<file path="src/rtl/pipeline_ctrl_pkg.sv">
// Shared types and constants for the pipeline stall controller.
package pipeline_ctrl_pkg;

  localparam int unsigned STATE_W = 2;
  localparam int unsigned CNT_W   = 4;
  localparam int unsigned HAZ_W   = 2;

  localparam logic [HAZ_W-1:0] HAZ_REQ  = 2'b01;
  localparam logic [HAZ_W-1:0] HAZ_NONE = 2'b00;

  typedef enum logic [STATE_W-1:0] {
    ST_RUN          = 2'd0,
    ST_LOAD_STALL   = 2'd1,
    ST_BRANCH_FLUSH = 2'd2
  } ctrl_state_e;

  // Per-stage enable/clear strobes driven to the datapath.
  typedef struct packed {
    logic pc_enable;
    logic if_id_enable;
    logic id_ex_enable;
    logic ex_mem_enable;
    logic mem_wb_enable;
    logic if_id_clear;
    logic id_ex_clear;
  } stage_ctrl_t;

  localparam stage_ctrl_t STAGE_RUN = '{
    pc_enable: 1'b1, if_id_enable: 1'b1, id_ex_enable: 1'b1,
    ex_mem_enable: 1'b1, mem_wb_enable: 1'b1,
    if_id_clear: 1'b0, id_ex_clear: 1'b0
  };

  localparam stage_ctrl_t STAGE_FREEZE = '0;

endpackage

</file>
<file path="src/rtl/sat_counter.sv">
// Saturating up-counter with synchronous clear; clear+inc yields 1.
module sat_counter #(
  parameter int unsigned W = 16
) (
  input  logic         clk,
  input  logic         rst_n,
  input  logic         inc,
  input  logic         clr,
  output logic [W-1:0] count_o
);

  logic [W-1:0] cnt_q;
  logic [W-1:0] cnt_d;

  // Next count: clear wins, then saturating increment.
  always_comb begin
    cnt_d = cnt_q;
    if (clr) begin
      cnt_d = inc ? W'(1) : '0;
    end else if (inc && (cnt_q != '1)) begin
      cnt_d = cnt_q + W'(1);
    end
  end

  // Count register, synchronous active-low reset.
  always_ff @(posedge clk) begin
    if (!rst_n) begin
      cnt_q <= '0;
    end else begin
      cnt_q <= cnt_d;
    end
  end

  assign count_o = cnt_q;

endmodule

</file>
<file path="src/rtl/pipeline_stall_controller.sv">
// Turns hazard, branch and memory-busy requests into per-stage enable/clear
// strobes, sequencing multi-cycle bubbles and branch squash windows.
module pipeline_stall_controller
  import pipeline_ctrl_pkg::*;
#(
  parameter int unsigned LOAD_BUBBLES   = 1,
  parameter int unsigned BRANCH_PENALTY = 2,
  parameter int unsigned STAT_W         = 16
) (
  input  logic              clk,
  input  logic              rst_n,
  input  logic [HAZ_W-1:0]  nop,
  input  logic [HAZ_W-1:0]  flush,
  input  logic              branch_taken_execute,
  input  logic              mem_busy,
  input  logic              clear_stats,
  output logic              pc_enable,
  output logic              if_id_enable,
  output logic              id_ex_enable,
  output logic              ex_mem_enable,
  output logic              mem_wb_enable,
  output logic              if_id_clear,
  output logic              id_ex_clear,
  output logic [STATE_W-1:0] state_o,
  output logic [STAT_W-1:0] stall_cycles,
  output logic [STAT_W-1:0] flush_events
);

  localparam logic [CNT_W-1:0] BUBBLE_RELOAD = CNT_W'(LOAD_BUBBLES - 1);
  localparam logic [CNT_W-1:0] SQUASH_RELOAD = CNT_W'(BRANCH_PENALTY - 1);

  ctrl_state_e      state_q, state_d;
  logic [CNT_W-1:0] cnt_q, cnt_d;
  stage_ctrl_t      ctrl;
  logic             stall_inc;
  logic             flush_inc;

  // Next-state and same-cycle strobe decode; priority busy > branch > nop > flush.
  always_comb begin
    state_d   = state_q;
    cnt_d     = cnt_q;
    ctrl      = STAGE_RUN;
    stall_inc = 1'b0;
    flush_inc = 1'b0;

    if (rst_n) begin
      if (mem_busy) begin
        ctrl      = STAGE_FREEZE;
        stall_inc = 1'b1;
      end else begin
        case (state_q)
          ST_RUN, ST_LOAD_STALL: begin
            if (branch_taken_execute) begin
              ctrl.if_id_clear = 1'b1;
              ctrl.id_ex_clear = 1'b1;
              flush_inc        = 1'b1;
              if (BRANCH_PENALTY > 1) begin
                state_d = ST_BRANCH_FLUSH;
                cnt_d   = SQUASH_RELOAD;
              end else begin
                state_d = ST_RUN;
                cnt_d   = '0;
              end
            end else if ((state_q == ST_LOAD_STALL) || (nop == HAZ_REQ)) begin
              ctrl.pc_enable    = 1'b0;
              ctrl.if_id_enable = 1'b0;
              ctrl.id_ex_clear  = 1'b1;
              stall_inc         = 1'b1;
              if (state_q == ST_LOAD_STALL) begin
                if (cnt_q <= CNT_W'(1)) begin
                  state_d = ST_RUN;
                  cnt_d   = '0;
                end else begin
                  cnt_d = cnt_q - CNT_W'(1);
                end
              end else if (LOAD_BUBBLES > 1) begin
                state_d = ST_LOAD_STALL;
                cnt_d   = BUBBLE_RELOAD;
              end
            end else if (flush == HAZ_REQ) begin
              ctrl.if_id_clear = 1'b1;
            end
          end
          ST_BRANCH_FLUSH: begin
            ctrl.if_id_clear = 1'b1;
            ctrl.id_ex_clear = 1'b1;
            if (cnt_q <= CNT_W'(1)) begin
              state_d = ST_RUN;
              cnt_d   = '0;
            end else begin
              cnt_d = cnt_q - CNT_W'(1);
            end
          end
          default: begin
            state_d = ST_RUN;
            cnt_d   = '0;
          end
        endcase
      end
    end
  end

  // State and sequence counter registers.
  always_ff @(posedge clk) begin
    if (!rst_n) begin
      state_q <= ST_RUN;
      cnt_q   <= '0;
    end else begin
      state_q <= state_d;
      cnt_q   <= cnt_d;
    end
  end

  sat_counter #(.W(STAT_W)) u_stall_cnt (
    .clk     (clk),
    .rst_n   (rst_n),
    .inc     (stall_inc),
    .clr     (clear_stats),
    .count_o (stall_cycles)
  );

  sat_counter #(.W(STAT_W)) u_flush_cnt (
    .clk     (clk),
    .rst_n   (rst_n),
    .inc     (flush_inc),
    .clr     (clear_stats),
    .count_o (flush_events)
  );

  assign pc_enable     = ctrl.pc_enable;
  assign if_id_enable  = ctrl.if_id_enable;
  assign id_ex_enable  = ctrl.id_ex_enable;
  assign ex_mem_enable = ctrl.ex_mem_enable;
  assign mem_wb_enable = ctrl.mem_wb_enable;
  assign if_id_clear   = ctrl.if_id_clear;
  assign id_ex_clear   = ctrl.id_ex_clear;
  assign state_o       = STATE_W'(state_q);

endmodule
</file>
<file path="config.mk">
export PLATFORM = sky130hd
export DESIGN_NAME = pipeline_stall_controller
export DESIGN_NICKNAME = d
export VERILOG_FILES = /design/src/rtl/pipeline_ctrl_pkg.sv /design/src/rtl/sat_counter.sv /design/src/rtl/pipeline_stall_controller.sv
export SDC_FILE = /design/constraint.sdc
export NUM_CORES = 1
export LEC_CHECK = 0
export ABC_AREA = 1
export BUFFER_PORTS_ARGS = -buffer_cell sky130_fd_sc_hd__buf_2
export CORE_UTILIZATION = 30
export DETAILED_ROUTE_END_ITERATION = 8
export PLACE_DENSITY = 0.52
export SLEW_MARGIN = 0
export SYNTH_ARGS = -nofsm -noshare
export SYNTH_HDL_FRONTEND = slang
export SYNTH_SLANG_ARGS = --single-unit
</file>
<file path="constraint.sdc">
create_clock -name clk -period 2.5 [get_ports clk]
set_input_delay 0.375 -clock clk [delete_from_list [all_inputs] [get_ports clk]]
set_output_delay 0.375 -clock clk [all_outputs]
set_load 0.1 [all_outputs]
</file>
==> flow_summary.json <==
{
  "cts_buffers": 5,
  "rsz0062_at_grt": "no",
  "setup_violations": 0,
  "grt_pass1_vias": 1942,
  "initial_core_util": 0.314,
  "worst_hold_path.endpoint": "u_stall_cnt.count_o[0]",
  "drt_wl_total_um": 5340,
  "r2r_setup_slack_ns": 0.72,
  "slew_headroom": 0.631,
  "antenna_found_initial": 0,
  "skew_ns": 0.0102,
  "startpoint_type": "flip-flop",
  "cp_max_fo": 9,
  "tns_ns": 0,
  "min_path_cells": 3,
  "clock_latency_ns": 0.29,
  "cts_sinks": 38,
  "timing.fmax_mhz": 496,
  "slew_viol_final": 0,
  "tritoncts": "yes",
  "post_cts_resized": 0,
  "detail-route-antenna-nets": 0,
  "nets": 410,
  "insertedDiodeCount": 0,
  "crit_arrival_ns": 1.64,
  "die_area_um2": 8070,
  "cpPeakStageDelay_ns": 0.42,
  "met2WireLength_um": 2290,
  "met3_length_um": 187,
  "grt_max_degree": 24,
  "syn_to_final_growth_pct": 16.7,
  "hold_class": "input port to flip-flop",
  "critPathSlowestCell": "buf_2",
  "drive_gt1_frac": 0.216,
  "grt-ovfl-total": 0,
  "cts_setup_buffers": 0,
  "status": "finished clean",
  "path_clk_slew_ns": 0.08,
  "worstRegToRegCells": 10,
  "drc": 0,
  "cts_max_path_buffers": 2,
  "grt_pass1_wl_um": 8860,
  "cp_cell_sequence": "inv_1, nand2_1, nand3_1, nand2_2, clkinvlp_4, buf_2",
  "dpl.hpwl_um": 4120,
  "portBuffers": 49,
  "ir_drop_mv": 0.170,
  "power_density_nw_per_um2": 477,
  "postCtsHoldBufs": 0,
  "netlist_instances": 349,
  "core_um2": 7370,
  "synth_cell_types": 37,
  "mostFrequentLayoutCell": "nand2_1",
  "htreeDepth": 2,
  "drv_cap": 0,
  "synth_area_per_cell_um2": 6.63,
  "post-route-period-util": 0.807,
  "path_class": "flip-flop to primary output",
  "synth_fp_nets": 362,
  "p_leak_uw": 0.00123,
  "via_per_inst": 4.47,
  "worst_pin_slew_ns": 0.552,
  "hold_path.startpoint": "rst_n",
  "gp_congestion": 0.766,
  "die_width_um": 89.8,
  "timing.rr.end": "u_flush_cnt.count_o[8]",
  "hold-worst-slack_ns": 0.405,
  "vias": 2220,
  "initialDrtViolationCount": 78,
  "synthesis.area_um2": 2310,
  "final_cell_mix": "nand2_1 (89), nor2_1 (62), buf_2 (49), inv_1 (42), dfxtp_1 (36)",
  "fillCellCount": 837,
  "ios": 50,
  "num_rows": 31,
  "yosysSeqAreaShare": 0.329,
  "root_buffer": "clkbuf_8",
  "setup.worst_path.end_class": "primary output",
  "ys_warn_count": 0,
  "die_y_um": 89.8,
  "ys_seq_elements": 38,
  "final_hold_viol_count": 0,
  "firstDrtPassIters": 4,
  "wire_per_inst_um": 10.7,
  "period_minus_slack_ns": 2.02,
  "met1_length_um": 2790,
  "top_layer_used": "met4",
  "grtUsageTotal": 0.134,
  "timing.rr.start": "u_flush_cnt.count_o[0]",
  "worstPathRequired_ns": 2.12
}
routing by layer:
layer / GRT usage / vias up
met3: 0.0296 / 6
met1: 0.180 / 974
met5: 0 / -
li1: - / 1201
met4: 0.0451 / 0
met2: 0.212 / 39
sequential cells by signal (all words and copies together) (netlist names):
signal               count
cnt_q                    4
state_o                  2
u_stall_cnt.count_o     16
u_flush_cnt.count_o     16
synthesized netlist by cell type:
| library cell | number | area share |
|---|---|---|
| a21oi_2 | 2 | 0.0076 |
| a21boi_0 | 1 | 0.0032 |
| nand3_1 | 22 | 0.048 |
| inv_6 | 1 | 0.0038 |
| a21oi_1 | 12 | 0.026 |
| nor3_4 | 1 | 0.0070 |
| buf_8 | 1 | 0.0065 |
| o21ai_0 | 8 | 0.017 |
| o211ai_1 | 2 | 0.0065 |
| inv_2 | 1 | 0.0016 |
| a22oi_1 | 1 | 0.0032 |
| buf_4 | 3 | 0.0097 |
| clkinv_1 | 1 | 0.0016 |
| nor2_4 | 6 | 0.029 |
| buf_2 | 1 | 0.0022 |
| nor2_1 | 62 | 0.10 |
| and3_1 | 1 | 0.0027 |
| a311oi_1 | 1 | 0.0038 |
| nor3b_1 | 3 | 0.0097 |
| xor2_1 | 4 | 0.015 |
| and3_2 | 1 | 0.0032 |
| nand4_1 | 10 | 0.027 |
| inv_1 | 43 | 0.070 |
| buf_6 | 3 | 0.015 |
| nand4_4 | 1 | 0.0092 |
| o21bai_1 | 4 | 0.013 |
| a211oi_1 | 1 | 0.0032 |
| nor2_2 | 5 | 0.014 |
| dfxtp_1 | 38 | 0.33 |
| nand2_4 | 2 | 0.0097 |
| nand2_2 | 5 | 0.014 |
| clkbuf_8 | 1 | 0.0059 |
| ha_1 | 4 | 0.022 |
| o21ai_1 | 2 | 0.0043 |
| o31ai_1 | 1 | 0.0032 |
| nand2_1 | 90 | 0.15 |
| nor3_1 | 4 | 0.0086 |
power by group:
group	internal (uW)	switching, uW	total (uW)
Sequential	616	12.4	629
Clock	223	228	450
Combinational	45.4	165	210
critical path, delay by kind of cell (launching register included):
kind / cells / cell delay (ns)
flip-flops: 1 / 0.34
buffers and inverters: 3 / 0.67
AND/OR/NAND/NOR: 3 / 0.34
metrics by stage:
stage	cells	total power, uW	setup slack, ns	instance area, um2	utilization
3_3_place_gp	489	853	0.686	2610	0.354
6_report	497	1290	0.482	2700	0.367
2_1_floorplan	349	824	0.0603	2320	-
4_1_cts	497	1310	0.471	2700	0.367
5_1_grt	497	1350	0.386	2700	0.367
3_5_place_dp	489	855	0.661	2610	0.354
worst max-delay path by stage:
stage,slack [ns],cells past startpoint,from,end
after floorplan,0.06,6,state_o[0],pc_enable
after global placement,0.69,8,rst_n,u_flush_cnt.count_o[8]
after detailed placement,0.66,8,rst_n,u_flush_cnt.count_o[8]
after CTS,0.47,6,state_o[0],pc_enable
after global routing,0.39,6,state_o[0],if_id_enable
final,0.48,6,state_o[0],pc_enable
logic make-up after synthesis:
| group | after synthesis | synth area share |
|---|---|---|
| xor+xnor | 4 | 0.0151 |
| flops | 38 | 0.329 |
| compound gates | 35 | 0.0914 |
| simple gates | 213 | 0.428 |
| fa+ha+maj | 4 | 0.0216 |
| buf+inv | 55 | 0.116 |
layout make-up:
cell class	count	area [um2]	share of cell area
clock buffers	7	86.3	0.0320
multi-input cells	256	1290	0.477
well taps	99	124	0.0459
clock inverters	1	5.00	0.00185
flip-flops and latches	38	763	0.283
inverters	46	181	0.0672
repair buffers	50	253	0.0936
Power figures use the tool's default switching activity.
